<file path="config.mk">
export PLATFORM = sky130hd
export DESIGN_NAME = nwr_req_arbiter_flat
export DESIGN_NICKNAME = d
export VERILOG_FILES = /design/src/rtl/nwr_req_arbiter_if.sv /design/src/rtl/nwr_req_arbiter.sv /design/src/flat_wrapper.sv
export SDC_FILE = /design/constraint.sdc
export NUM_CORES = 1
export LEC_CHECK = 0
export CAP_MARGIN = 20
export CELL_PAD_IN_SITES_DETAIL_PLACEMENT = 0
export CELL_PAD_IN_SITES_GLOBAL_PLACEMENT = 1
export CORE_AREA = 2 2 242 244
export CTS_CLUSTER_SIZE = 14
export DETAILED_ROUTE_END_ITERATION = 10
export DIE_AREA = 0 0 244 246
export HOLD_SLACK_MARGIN = 0.02
export PLACE_DENSITY_LB_ADDON = 0.1
export SLEW_MARGIN = 20
export SYNTH_ARGS = -nofsm -noshare
export SYNTH_HDL_FRONTEND = slang
export SYNTH_SLANG_ARGS = --single-unit
</file>
<file path="constraint.sdc">
create_clock -name log_clk -period 2.63 [get_ports log_clk]
set_input_delay 0.6575 -clock log_clk [delete_from_list [all_inputs] [get_ports log_clk]]
set_output_delay 0.6575 -clock log_clk [all_outputs]
set_load 0.02 [all_outputs]
</file>
<file path="src/rtl/nwr_req_arbiter_if.sv">
`default_nettype none
// +----------------------------------------------------------------------------+
// | nwr_req_arbiter_if : requester-side and SRIO NWRITE-side bundle            |
// | Revision: 1.0                                                              |
// +----------------------------------------------------------------------------+
interface nwr_req_arbiter_if #(
  parameter int NUM_REQ = 4
) ();
  logic [NUM_REQ-1:0]    req_valid_in;
  logic [NUM_REQ*34-1:0] req_addr_in;
  logic [NUM_REQ*12-1:0] req_tsize_in;
  logic [NUM_REQ*64-1:0] req_tdata_in;
  logic [NUM_REQ*8-1:0]  req_tkeep_in;
  logic [NUM_REQ-1:0]    req_tvalid_in;
  logic [NUM_REQ-1:0]    req_tlast_in;
  logic [NUM_REQ-1:0]    req_tready_o;
  logic [NUM_REQ-1:0]    req_grant_o;
  logic [NUM_REQ-1:0]    req_done_o;
  logic                  nwr_ready_in;
  logic                  nwr_busy_in;
  logic                  nwr_done_in;
  logic                  user_tready_in;
  logic [33:0]           user_addr_o;
  logic [11:0]           user_tsize_o;
  logic [63:0]           user_tdata_o;
  logic                  user_tvalid_o;
  logic [7:0]            user_tkeep_o;
  logic                  user_tlast_o;
  logic                  len_err_o;
  logic                  timeout_err_o;

  modport slave (
    input  req_valid_in, req_addr_in, req_tsize_in, req_tdata_in, req_tkeep_in,
    input  req_tvalid_in, req_tlast_in,
    input  nwr_ready_in, nwr_busy_in, nwr_done_in, user_tready_in,
    output req_tready_o, req_grant_o, req_done_o,
    output user_addr_o, user_tsize_o, user_tdata_o, user_tvalid_o, user_tkeep_o,
    output user_tlast_o, len_err_o, timeout_err_o
  );

  modport master (
    output req_valid_in, req_addr_in, req_tsize_in, req_tdata_in, req_tkeep_in,
    output req_tvalid_in, req_tlast_in,
    output nwr_ready_in, nwr_busy_in, nwr_done_in, user_tready_in,
    input  req_tready_o, req_grant_o, req_done_o,
    input  user_addr_o, user_tsize_o, user_tdata_o, user_tvalid_o, user_tkeep_o,
    input  user_tlast_o, len_err_o, timeout_err_o
  );
endinterface
`default_nettype wire

</file>
<file path="src/rtl/nwr_req_arbiter.sv">
`default_nettype none
// +----------------------------------------------------------------------------+
// | nwr_req_arbiter : round-robin share of the SRIO NWRITE request port        |
// | Optional macro NWR_TIMEOUT_EN enables the nwr_done watchdog.               |
// | Revision: 1.0                                                              |
// +----------------------------------------------------------------------------+
module nwr_req_arbiter #(
  parameter int NUM_REQ     = 4,
  parameter int TIMEOUT_CYC = 4096
) (
  input wire               log_clk,
  input wire               log_rst,
  nwr_req_arbiter_if.slave io
);
  localparam int PW = $clog2(NUM_REQ);
  localparam int CW = PW + 1;

  typedef enum logic [1:0] {
    IDLE      = 2'd0,
    GRANT     = 2'd1,
    STREAM    = 2'd2,
    WAIT_DONE = 2'd3
  } state_t;

  logic [33:0] addr_a  [NUM_REQ];
  logic [11:0] tsize_a [NUM_REQ];
  logic [63:0] tdata_a [NUM_REQ];
  logic [7:0]  tkeep_a [NUM_REQ];

  genvar gi;
  generate
    for (gi = 0; gi < NUM_REQ; gi++) begin : g_unpack
      assign addr_a[gi]  = io.req_addr_in[34*gi +: 34];
      assign tsize_a[gi] = io.req_tsize_in[12*gi +: 12];
      assign tdata_a[gi] = io.req_tdata_in[64*gi +: 64];
      assign tkeep_a[gi] = io.req_tkeep_in[8*gi +: 8];
    end
  endgenerate

  state_t             state_q, state_d;
  logic [NUM_REQ-1:0] grant_q, grant_d;
  logic [NUM_REQ-1:0] done_q, done_d;
  logic [PW-1:0]      gidx_q, gidx_d;
  logic [PW-1:0]      ptr_q, ptr_d;
  logic [33:0]        addr_q, addr_d;
  logic [11:0]        tsize_q, tsize_d;
  logic [9:0]         beats_exp_q, beats_exp_d;
  logic [9:0]         beat_cnt_q, beat_cnt_d;
  logic               len_err_q, len_err_d;

  // First pending requester strictly after the last one served, with wrap.
  logic [PW-1:0] win_idx;
  logic          win_found;
  logic [CW-1:0] cand;
  always_comb begin
    win_idx   = '0;
    win_found = 1'b0;
    cand      = '0;
    for (int k = 1; k <= NUM_REQ; k++) begin
      cand = {1'b0, ptr_q} + CW'(k);
      if (cand >= CW'(NUM_REQ)) cand = cand - CW'(NUM_REQ);
      if (!win_found && io.req_valid_in[cand[PW-1:0]]) begin
        win_found = 1'b1;
        win_idx   = cand[PW-1:0];
      end
    end
  end

  logic       stream_w;
  logic       cur_tvalid;
  logic       cur_tlast;
  logic       beat_w;
  logic [9:0] cnt_nxt;
  assign stream_w   = (state_q == STREAM);
  assign cur_tvalid = io.req_tvalid_in[gidx_q];
  assign cur_tlast  = io.req_tlast_in[gidx_q];
  assign beat_w     = stream_w & cur_tvalid & io.user_tready_in;
  assign cnt_nxt    = beat_cnt_q + 10'd1;

`ifdef NWR_TIMEOUT_EN
  localparam int TW = $clog2(TIMEOUT_CYC + 1);
  logic [TW-1:0] tmo_cnt_q, tmo_cnt_d;
  logic          tmo_err_q, tmo_err_d;
`else
  logic unused_timeout_cyc;
  assign unused_timeout_cyc = |TIMEOUT_CYC;
`endif

  always_comb begin
    state_d     = state_q;
    grant_d     = grant_q;
    done_d      = '0;
    gidx_d      = gidx_q;
    ptr_d       = ptr_q;
    addr_d      = addr_q;
    tsize_d     = tsize_q;
    beats_exp_d = beats_exp_q;
    beat_cnt_d  = beat_cnt_q;
    len_err_d   = 1'b0;
`ifdef NWR_TIMEOUT_EN
    tmo_cnt_d   = tmo_cnt_q;
    tmo_err_d   = 1'b0;
`endif
    case (state_q)
      IDLE: begin
        if (io.nwr_ready_in && !io.nwr_busy_in && win_found) begin
          grant_d          = '0;
          grant_d[win_idx] = 1'b1;
          gidx_d           = win_idx;
          addr_d           = addr_a[win_idx];
          tsize_d          = tsize_a[win_idx];
          beats_exp_d      = {1'b0, tsize_a[win_idx][11:3]} + 10'd1;
          beat_cnt_d       = '0;
          state_d          = GRANT;
        end
      end
      GRANT: state_d = STREAM;
      STREAM: begin
        if (beat_w) begin
          beat_cnt_d = cnt_nxt;
          if (cur_tlast) begin
            len_err_d = (cnt_nxt != beats_exp_q);
            state_d   = WAIT_DONE;
`ifdef NWR_TIMEOUT_EN
            tmo_cnt_d = '0;
`endif
          end else begin
            // Expected count reached without tlast: flag it but keep streaming.
            len_err_d = (cnt_nxt == beats_exp_q);
          end
        end
      end
      WAIT_DONE: begin
        if (io.nwr_done_in) begin
          done_d  = grant_q;
          ptr_d   = gidx_q;
          grant_d = '0;
          state_d = IDLE;
        end
`ifdef NWR_TIMEOUT_EN
        else if (tmo_cnt_q == TW'(TIMEOUT_CYC - 1)) begin
          tmo_err_d = 1'b1;
          ptr_d     = gidx_q;
          grant_d   = '0;
          state_d   = IDLE;
        end else begin
          tmo_cnt_d = tmo_cnt_q + TW'(1);
        end
`endif
      end
      default: state_d = IDLE;
    endcase
  end

  always_ff @(posedge log_clk) begin
    if (log_rst) begin
      state_q     <= IDLE;
      grant_q     <= '0;
      done_q      <= '0;
      gidx_q      <= '0;
      ptr_q       <= PW'(NUM_REQ - 1);
      addr_q      <= '0;
      tsize_q     <= '0;
      beats_exp_q <= '0;
      beat_cnt_q  <= '0;
      len_err_q   <= 1'b0;
`ifdef NWR_TIMEOUT_EN
      tmo_cnt_q   <= '0;
      tmo_err_q   <= 1'b0;
`endif
    end else begin
      state_q     <= state_d;
      grant_q     <= grant_d;
      done_q      <= done_d;
      gidx_q      <= gidx_d;
      ptr_q       <= ptr_d;
      addr_q      <= addr_d;
      tsize_q     <= tsize_d;
      beats_exp_q <= beats_exp_d;
      beat_cnt_q  <= beat_cnt_d;
      len_err_q   <= len_err_d;
`ifdef NWR_TIMEOUT_EN
      tmo_cnt_q   <= tmo_cnt_d;
      tmo_err_q   <= tmo_err_d;
`endif
    end
  end

  assign io.req_grant_o   = grant_q;
  assign io.req_done_o    = done_q;
  assign io.req_tready_o  = stream_w ? (grant_q & {NUM_REQ{io.user_tready_in}}) : '0;
  assign io.user_addr_o   = addr_q;
  assign io.user_tsize_o  = tsize_q;
  assign io.user_tdata_o  = stream_w ? tdata_a[gidx_q] : '0;
  assign io.user_tkeep_o  = stream_w ? tkeep_a[gidx_q] : '0;
  assign io.user_tvalid_o = stream_w & cur_tvalid;
  assign io.user_tlast_o  = stream_w & cur_tlast;
  assign io.len_err_o     = len_err_q;
`ifdef NWR_TIMEOUT_EN
  assign io.timeout_err_o = tmo_err_q;
`else
  assign io.timeout_err_o = 1'b0;
`endif

endmodule
`default_nettype wire

</file>
<file path="src/flat_wrapper.sv">
// flat-port wrapper written by rule: the top's interface ports become plain ports
module nwr_req_arbiter_flat 
#(
  parameter int NUM_REQ     = 4,
  parameter int TIMEOUT_CYC = 4096
)
  (log_clk, log_rst, io_req_valid_in, io_req_addr_in, io_req_tsize_in, io_req_tdata_in, io_req_tkeep_in, io_req_tvalid_in, io_req_tlast_in, io_nwr_ready_in, io_nwr_busy_in, io_nwr_done_in, io_user_tready_in, io_req_tready_o, io_req_grant_o, io_req_done_o, io_user_addr_o, io_user_tsize_o, io_user_tdata_o, io_user_tvalid_o, io_user_tkeep_o, io_user_tlast_o, io_len_err_o, io_timeout_err_o);
  nwr_req_arbiter_if #(.NUM_REQ(NUM_REQ)) io_i ();
  input wire log_clk;
  input wire log_rst;
  input wire logic [$bits(io_i.req_valid_in)-1:0] io_req_valid_in;
  input wire logic [$bits(io_i.req_addr_in)-1:0] io_req_addr_in;
  input wire logic [$bits(io_i.req_tsize_in)-1:0] io_req_tsize_in;
  input wire logic [$bits(io_i.req_tdata_in)-1:0] io_req_tdata_in;
  input wire logic [$bits(io_i.req_tkeep_in)-1:0] io_req_tkeep_in;
  input wire logic [$bits(io_i.req_tvalid_in)-1:0] io_req_tvalid_in;
  input wire logic [$bits(io_i.req_tlast_in)-1:0] io_req_tlast_in;
  input wire logic [$bits(io_i.nwr_ready_in)-1:0] io_nwr_ready_in;
  input wire logic [$bits(io_i.nwr_busy_in)-1:0] io_nwr_busy_in;
  input wire logic [$bits(io_i.nwr_done_in)-1:0] io_nwr_done_in;
  input wire logic [$bits(io_i.user_tready_in)-1:0] io_user_tready_in;
  output wire logic [$bits(io_i.req_tready_o)-1:0] io_req_tready_o;
  output wire logic [$bits(io_i.req_grant_o)-1:0] io_req_grant_o;
  output wire logic [$bits(io_i.req_done_o)-1:0] io_req_done_o;
  output wire logic [$bits(io_i.user_addr_o)-1:0] io_user_addr_o;
  output wire logic [$bits(io_i.user_tsize_o)-1:0] io_user_tsize_o;
  output wire logic [$bits(io_i.user_tdata_o)-1:0] io_user_tdata_o;
  output wire logic [$bits(io_i.user_tvalid_o)-1:0] io_user_tvalid_o;
  output wire logic [$bits(io_i.user_tkeep_o)-1:0] io_user_tkeep_o;
  output wire logic [$bits(io_i.user_tlast_o)-1:0] io_user_tlast_o;
  output wire logic [$bits(io_i.len_err_o)-1:0] io_len_err_o;
  output wire logic [$bits(io_i.timeout_err_o)-1:0] io_timeout_err_o;
  assign io_i.req_valid_in = io_req_valid_in;
  assign io_i.req_addr_in = io_req_addr_in;
  assign io_i.req_tsize_in = io_req_tsize_in;
  assign io_i.req_tdata_in = io_req_tdata_in;
  assign io_i.req_tkeep_in = io_req_tkeep_in;
  assign io_i.req_tvalid_in = io_req_tvalid_in;
  assign io_i.req_tlast_in = io_req_tlast_in;
  assign io_i.nwr_ready_in = io_nwr_ready_in;
  assign io_i.nwr_busy_in = io_nwr_busy_in;
  assign io_i.nwr_done_in = io_nwr_done_in;
  assign io_i.user_tready_in = io_user_tready_in;
  assign io_req_tready_o = io_i.req_tready_o;
  assign io_req_grant_o = io_i.req_grant_o;
  assign io_req_done_o = io_i.req_done_o;
  assign io_user_addr_o = io_i.user_addr_o;
  assign io_user_tsize_o = io_i.user_tsize_o;
  assign io_user_tdata_o = io_i.user_tdata_o;
  assign io_user_tvalid_o = io_i.user_tvalid_o;
  assign io_user_tkeep_o = io_i.user_tkeep_o;
  assign io_user_tlast_o = io_i.user_tlast_o;
  assign io_len_err_o = io_i.len_err_o;
  assign io_timeout_err_o = io_i.timeout_err_o;
  nwr_req_arbiter #(.NUM_REQ(NUM_REQ), .TIMEOUT_CYC(TIMEOUT_CYC)) u_core (.log_clk(log_clk), .log_rst(log_rst), .io(io_i));
endmodule
</file>
-- Word-level counts from Yosys, hierarchy flattened
Cells that the tools add are included.
- add/subtract/negate cells: 10
- order comparisons: 13
- equal/unequal tests: 9
- multiplexer cells: 53
- bitwise gates (word level): 10
- reductions and logical operators: 20
- operator list (operator ; number):
    64-bit 2-to-1 mux ; 3
    64-bit binary-select mux with 2-bit select ; 1
    34-bit binary-select mux with 2-bit select ; 1
    34-bit 2-to-1 mux ; 2
    12-bit binary-select mux with 2-bit select ; 1
    12-bit 2-to-1 mux ; 2
    2-bit 2-to-1 mux ; 12
    8-bit 2-to-1 mux ; 3
    10-bit 2-to-1 mux ; 2
    10-bit case mux with 2 select lines ; 1
    3-bit >= comparator, second input constant ; 6
    2-bit by 3-bit less-than comparator with 1-bit output, second input constant ; 6
    8-bit binary-select mux with 2-bit select ; 1
    1-bit binary-select mux with 2-bit select ; 6
    1-bit 2-to-1 mux ; 12
    4-bit 2-to-1 mux ; 3
    10-bit by 1-bit adder with 10-bit output, second input constant ; 1
    9-bit by 1-bit adder with 10-bit output, second input constant ; 1
    10-bit == test ; 1
    10-bit != test ; 1
    2-bit case mux with 4 select lines ; 1
    4-bit case mux with 2 select lines ; 1
    2-bit by 1-bit subtractor with 2-bit output, second input constant ; 4
    2-bit by 2-bit adder with 3-bit output, second input constant ; 2
    20 further kinds ; 41
- bits in registers: 81
- output and inout port bits: 134

-- Depth between registers and ports, before layout
Gate-level depths: netlist of run 1.
- word-level depth: 21
- gate-level depth with buffers: 11
- depth with buffers taken out: 8

-- Worst setup path before layout of run 1
No wires, ideal clock.
- path kind: reg2out
- start: reg u_core.gidx_q[0]
- end: out io_user_tdata_o[10]
- arrival time: 2207 ps
- data required time: 1972 ps
- slack: -235 ps
- cell stages (with the launch flop): 6
- buffers on the path: 3
- path through: dfxtp_1 > clkbuf_1 > clkbuf_1 > buf_1 > mux4_2 > and2_1
- cells in the longest elaborated chain, start to end: 5
- RTL lines (what ; RTL line ; RTL):
    from (decl) ; nwr_req_arbiter.sv:43 ; logic [PW-1:0] gidx_q, gidx_d;
    from (signal assigned) ; nwr_req_arbiter.sv:175 ; gidx_q <= gidx_d;
    2-bit NOT with 3-bit output (implied by the code) ; nwr_req_arbiter.sv:194 ; assign io.user_tdata_o = stream_w ? tdata_a[gidx_q] : '0;
    64-bit binary-select mux with 2-bit select ; nwr_req_arbiter.sv:194 ;
    64-bit 2-to-1 mux (implied by the code) (2 in a row) ; nwr_req_arbiter.sv:194 ;
    64-bit 2-to-1 mux ; nwr_req_arbiter.sv:194 ;
    to (decl) ; flat_wrapper.sv:27 ; output wire logic [$bits(io_i.user_tdata_o)-1:0] io_user_tdata_o;
No other way between the ends. The select of a mux whose other input is x is not followed.

-- Final worst setup path of run 1
- start: in io_req_tdata_in[178]
- end: out io_user_tdata_o[50]
- cells in the longest elaborated chain, start to end: 4
- RTL lines (what ; RTL line ; RTL):
    from (decl) ; flat_wrapper.sv:14 ; input wire logic [$bits(io_i.req_tdata_in)-1:0] io_req_tdata_in;
    64-bit binary-select mux with 2-bit select ; nwr_req_arbiter.sv:194 ;
    64-bit 2-to-1 mux (implied by the code) (2 in a row) ; nwr_req_arbiter.sv:194 ;
    64-bit 2-to-1 mux ; nwr_req_arbiter.sv:194 ;
No other way between the ends. The select of a mux whose other input is x is not followed.

==> results of run 1 <==
## worst max path at each step
stage                                              from                            endpoint  slack (ps)  cells after the start
after global routing      u_core.gidx_q[0]$_SDFFE_PP0P_                 io_user_tdata_o[63]        -140                      7
final                              io_req_tdata_in[178]                 io_user_tdata_o[50]         -70                      4
after floorplan                      io_req_valid_in[1]  u_core.beats_exp_q[6]$_SDFFE_PP0P_         -20                      8
after global placement               io_req_valid_in[1]  u_core.beats_exp_q[8]$_SDFFE_PP0P_        -640                      9
after detailed placement             io_req_valid_in[1]  u_core.beats_exp_q[8]$_SDFFE_PP0P_        -640                      9
after CTS                 u_core.gidx_q[0]$_SDFFE_PP0P_                 io_user_tdata_o[63]        -140                      7
## kinds of logic after synthesis
logic type	Yosys count	share of synthesized area (%)
AOI/OAI and AO/OA	172	16.46
buffers and inverters	83	4.653
adders and majority gates	4	0.6997
xor gates and xnor gates	20	2.449
muxes	105	28.53
and+or+nand+nor	346	24.49
DFF	81	22.67
other	1	0.05242
## Yosys cell counts (all sizes together), types with 2 or more instances
cell type	number
and3	11
a21oi	59
nor3	10
o21a	2
nor2b	5
mux2i	24
nor3b	3
xor2	9
nand3	10
mux4	76
and2	112
o31ai	2
a211o	2
clkbuf	56
or4	4
a311oi	33
buf	21
xnor2	11
a22oi	3
nor2	76
nand4	4
nand2	91
nand2b	6
a211oi	41
ha	4
nand3b	3
o21ai	18
dfxtp	81
mux2	5
nor4	6
or3	5
inv	6
## sequential cells by signal, summed over array words and instances (netlist names), 2 cells and up
register / cells
u_core.gidx_q: 2
u_core.state_q: 2
u_core.beats_exp_q: 10
u_core.beat_cnt_q: 10
u_core.io.req_done_o: 4
u_core.io.req_grant_o: 4
u_core.io.user_tsize_o: 12
u_core.ptr_q: 2
u_core.io.user_addr_o: 34
## through the flow
stage | utilization (%) | worst slack [ps] | TNS (ps) | hold WS, ps | std cells
global route | 27.78 | -140.1 | -4166 | 480.4 | 2298
finish | 27.78 | -68.71 | -822.1 | 459.0 | 2298
CTS | 27.65 | -136.6 | -3367 | 462.8 | 2288
floorplan | - | -18.07 | -18.07 | 449.6 | 812
global placement | 26.59 | -639.1 | -50070 | 443.9 | 2251
detailed placement | 26.59 | -637.5 | -50850 | 451.7 | 2251
## final cells by class
cell class	count	area (um^2)	area share (%)
diodes	3	7.507	0.04711
flip-flops and latches	81	1630	10.23
clock buffers	10	229.0	1.437
inverters	6	22.52	0.1413
repair buffers	778	7700	48.32
well taps	765	957.2	6.007
multi-input cells	649	5346	33.55
clock inverters	6	41.29	0.2591
## critical path: stages
cell             delay, ps
clkdlybuf4s50_1        450
mux4_2                 510
and2_1                 170
clkdlybuf4s15_2        250
## layer usage
| layer | up-vias | routed length (um) |
|---|---|---|
| met5 | - | 51 |
| met4 | 8 | 1141 |
| met3 | 43 | 4488 |
| met1 | 4326 | 19330 |
| li1 | 4448 | - |
| met2 | 406 | 26880 |
## power by group through the flow
| stage | registers, uW | logic [uW] | clock network, uW |
|---|---|---|---|
| 4_1_cts | 1490 | 4440 | 1360 |
| 2_1_floorplan | 1600 | 1750 | 0 |
| 3_5_place_dp | 1510 | 4240 | 0 |
| 3_3_place_gp | 1510 | 4260 | 0 |
| 5_1_grt | 1500 | 4730 | 1390 |
| 6_report | 1480 | 4400 | 1280 |
## what timing repair did
action | 4_1_cts | 5_1_grt
cloned | 5 | 0
setup endpoints to repair | 122 | 78
setup buffers | 16 | 7
gates resized for setup | 314 | 37
pin swaps | 6 | 2
==> impl_metrics.yaml, run 1 <==
floorplanning:
  chipWidth_um: 244
  core_area_mm2: 0.05737
  start_util_pct: 12.47
  die_area_mm2: 0.06002
  io_pins: 624
  placementRows: 88
  die_h_um: 246
flow_run:
  cap_viol_max_count: 0
route:
  drtPass1Iterations: 5
  avgRoutedWirePerCell_um: 22.58
  drc: 0
  wl_um: 51890
  vias: 9231
  ant_nets: 0
  drt_iter0_markers: 321
  viasPerCell: 4.017
finish:
  final_cell_mix: "clkdlybuf4s50_1 (531), buf_4 (137), nand2_1 (90), and2_1 (85), dfxtp_1 (78)"
  final_common_cell: "clkdlybuf4s50_1"
  fillers: 6091
  fin_nets: 2019
  final_cell_area_mm2: 0.01593
  area.growth.synth_to_final_pct: 122.8
  drive_gt1_share_pct: 24.71
global_route:
  grt_pass1_vias: 10030
  grt-busiest-layer: "met2"
  grt_pass1_wl_um: 72170
  met3_usage_pct: 5.806
  grt_max_degree: 57
  antenna_found_initial: 9
  grt.total_usage_pct: 16.63
  grt_overflow: 0
  use_met2_pct: 30.60
  gr-usage-met1_pct: 17.81
run_status:
  status: "finished, violations left"
  violations: "setup timing"
sta:
  fin_crit_sh_pct: 102.6
  max_freq_ghz: 0.3705
  worst_slack_ps: -68.71
  finalMaxSlewViolations: 0
  slew_headroom_pct: 63.92
  setup_viol: 31
  hold_viol: 0
  finalCriticalPeriod_ps: 2699
  rsz0062_at_grt: "yes"
  tightest_slew_ps: 541.2
  fin_skew_ps: 11.47
critical_path:
  r2r-end: "u_core.beats_exp_q[6]$_SDFFE_PP0P_"
  path_class: "primary input to output port"
  reg2reg_from: "u_core.ptr_q[0]$_SDFFE_PP1P_"
  worstPathMaxFanout: 1
  critPathArrivalTime_ps: 2040
  reg2reg_depth: 9
  start_kind: "primary input"
  cp.required_ps: 1970
  end_kind: "output port"
  regToRegSetupSlack_ps: 190
synth:
  synth_top_area_share_pct: 23.30
  yosysUniqueCellTypes: 53
  synth_edf_count: 0
  yosys_most_used_dff: "dfxtp_1"
  ys_seq_area_share_pct: 22.67
  synthesis.instances: 812
  syn-cell-area_mm2: 0.007153
  synth_top_cell_by_area: "mux4_2"
  synthArstFlopShare_pct: 0
  ys_ff_latch: 81
  postSynthAreaPerCell_um2: 8.809
  synth_area_leaders: "mux4_2 (23%), dfxtp_1 (23%), and2_1 (9.8%)"
  synth_warnings: 0
  synthesis.nets: 1306
pwr:
  leakagePower_uw: 0.005933
  p_total_uw: 7153
  vdd_drop_max_uv: 234.5
  p_comb_share_pct: 61.5
  seq_power_share_pct: 20.7
  netSwitchingFraction_pct: 37.82
  p_switching_uw: 2705
  power.density_mw_per_mm2: 448.9
  clockPowerShare_pct: 17.8
  p_int_uw: 4448
place:
  port_buffers: 622
  hpwl_um: 43630
  gp_congestion: 0.8276
  dpl-instance-area_mm2: 0.01525
clock_tree:
  worstSkewPairLatency_ps: 370
  clkSlewWorstSetupHoldPaths_ps: 70
  cts_buffers: 9
  cts_tree: "yes"
  clock-sinks: 81
  ctsHtreeMaxLevel: 3
  root_buffer: "clkbuf_16"
  hold_buffers: 0
  cts_buffer_depth: 2
hold_path:
  hold_end: "u_core.io.user_tsize_o[10]$_SDFFE_PP0P_"
  holdPathStages: 2
  hp-start: "u_core.io.user_tsize_o[10]$_SDFFE_PP0P_"
  hp-class: "flop to flop"
No activity file was read; power rests on OpenSTA's default activity.
==> run 2, diff against run 1 <==
==> constraint.sdc (replaced) <==
create_clock -name log_clk -period 2.63 [get_ports log_clk]
set_input_delay 0.3945 -clock log_clk [delete_from_list [all_inputs] [get_ports log_clk]]
set_output_delay 0.3945 -clock log_clk [all_outputs]
set_load 0.02 [all_outputs]
==> run 2 against run 1 <==
Effect of this change:
- the run now ends clean
- critical endpoint is now io_user_tdata_o[63]
- design area decreased by 3.6%
- fmax is 6.3% higher
- largest cell class unchanged
- combinational power down 8.0%
- core utilization fell by 1.0 points
- sequential power about the same
- via count shrank 2.2%
- critical path depth up 1
- sequential cell count is the same
==> impl_metrics.yaml, run 2 (synthesis results as in run 1) <==
run_status:
  status: "finished clean"
sta:
  max_freq_ghz: 0.3939
  hold_viol: 0
  tightest_slew_ps: 676.4
  finalMaxSlewViolations: 0
  finalCriticalPeriod_ps: 2539
  setup_viol: 0
  fin_crit_sh_pct: 96.54
  fin_skew_ps: 8.489
  tns_ps: 0
  worst_slack_ps: 91.03
  slew_headroom_pct: 54.90
  holdWs_ps: 464.5
floorplanning:
  io_pins: 624
  chipWidth_um: 244
  start_util_pct: 12.47
  placementRows: 88
  die_area_mm2: 0.06002
  die_h_um: 246
  core_area_mm2: 0.05737
route:
  drtPass1Iterations: 4
  wl_um: 49910
  ant_nets: 0
  viasPerCell: 4.028
  drc: 0
  drt_iter0_markers: 329
  avgRoutedWirePerCell_um: 22.26
  vias: 9031
place:
  dpl-instance-area_mm2: 0.01485
  post-place-ws_ps: -452.3
  port_buffers: 622
  gp_congestion: 0.8577
  hpwl_um: 41640
finish:
  final_common_cell: "clkdlybuf4s50_1"
  area.growth.synth_to_final_pct: 114.7
  fin_util_pct: 26.78
  fin_nets: 1962
  final_cell_area_mm2: 0.01536
  final_cell_mix: "clkdlybuf4s50_1 (542), and2_1 (110), nand2_1 (89), buf_4 (80), dfxtp_1 (78)"
  largest_register_ffs: 34
  drive_gt1_share_pct: 15.27
global_route:
  grt_max_degree: 69
  grt_pass1_vias: 9471
  antenna_found_initial: 17
  grt_pass1_wl_um: 67920
  grt_overflow: 0
  grt.total_usage_pct: 15.72
critical_path:
  reg2reg_from: "u_core.ptr_q[0]$_SDFFE_PP1P_"
  cp.required_ps: 2240
  path_class: "flop to output port"
  r2r-end: "u_core.beats_exp_q[7]$_SDFFE_PP0P_"
  max_stage_delay_ps: 550
  regToRegSetupSlack_ps: 190
  end_kind: "output port"
  worstPathMaxFanout: 13
  crit_start: "u_core.gidx_q[0]$_SDFFE_PP0P_"
  critPathArrivalTime_ps: 2140
  critPathCapture: "io_user_tdata_o[63]"
  worstPathCellList: "buf_4 -> buf_12 -> mux4_2 -> and2_1 -> clkdlybuf4s15_1"
  reg2reg_depth: 9
  start_kind: "flop"
  crit_slowest_cell: "mux4_2"
clock_tree:
  cts_buffers: 9
  clock-sinks: 81
  root_buffer: "clkbuf_16"
  clkSlewWorstSetupHoldPaths_ps: 70
  ctsHtreeMaxLevel: 3
  cts_tree: "yes"
  cts_buffer_depth: 2
  worstSkewPairLatency_ps: 370
pwr:
  leakagePower_uw: 0.005787
  power.density_mw_per_mm2: 447.5
  vdd_drop_max_uv: 285.4
flow_run:
  cap_viol_max_count: 0
hold_path:
  hp-class: "flop to flop"
-- run 2: what timing repair did --
item                                    4_1_cts  5_1_grt
endpoints found under the setup margin       73       59
pin swaps                                     2        3
hold buffers                                  0        0
gates resized for setup                      88       35
buffers inserted                             10       10
gates cloned                                  0        2
-- run 2: metal layers --
metal  part of all wire (%)  up-vias  track usage, %  wire length (um)
li1                       -     4331               -                 -
met1                     38     4215           17.11             18920
met2                     51      406           27.94             25370
met3                    8.6       61           6.176              4294
met4                    2.4       18           4.878              1198
met5                   0.24        -               0               119
-- run 2: metrics by stage --
stage | instances | power (uW)
floorplan | 812 | 3329
global placement | 2200 | 5574
detailed placement | 2200 | 5564
CTS | 2226 | 6916
global route | 2241 | 7338
finish | 2242 | 6874
-- run 2: cell type report --
class	count	area (um^2)
diodes	4	10.01
clock buffers	12	266.5
clock inverters	4	31.28
fillers	6150	42000
inverters	6	22.52
multi-input cells	648	5238
flip-flops and latches	81	1630
well taps	765	957.2
repair buffers	722	7206
-- run 2: worst min path at each step --
stage	start	to	slack, ps	cells after the start
floorplan	u_core.beats_exp_q[9]$_SDFFE_PP0P_	u_core.beats_exp_q[9]$_SDFFE_PP0P_	450	2
global placement	u_core.io.user_tsize_o[6]$_SDFFE_PP0P_	u_core.io.user_tsize_o[6]$_SDFFE_PP0P_	460	2
detailed placement	u_core.io.user_tsize_o[7]$_SDFFE_PP0P_	u_core.io.user_tsize_o[7]$_SDFFE_PP0P_	460	2
CTS	u_core.io.user_tsize_o[7]$_SDFFE_PP0P_	u_core.io.user_tsize_o[7]$_SDFFE_PP0P_	470	2
global route	u_core.io.user_tsize_o[7]$_SDFFE_PP0P_	u_core.io.user_tsize_o[7]$_SDFFE_PP0P_	500	2
finish	u_core.io.user_tsize_o[7]$_SDFFE_PP0P_	u_core.io.user_tsize_o[7]$_SDFFE_PP0P_	460	2
-- run 2: report_power, final --
part / switching (uW) / leakage (uW) / internal, uW
Sequential: 111 / 0.000660 / 1370
Combinational: 1890 / 0.00498 / 2160
Clock: 614 / 0.000150 / 727
Total: 2610 / 0.00579 / 4260
-- run 2: critical path: cells and delay by family (launching register included) --
family / cells / cell delay, ps
flip-flops: 1 / 430
multiplexers: 1 / 550
buffers and inverters: 3 / 580
AND/OR/NAND/NOR: 1 / 190
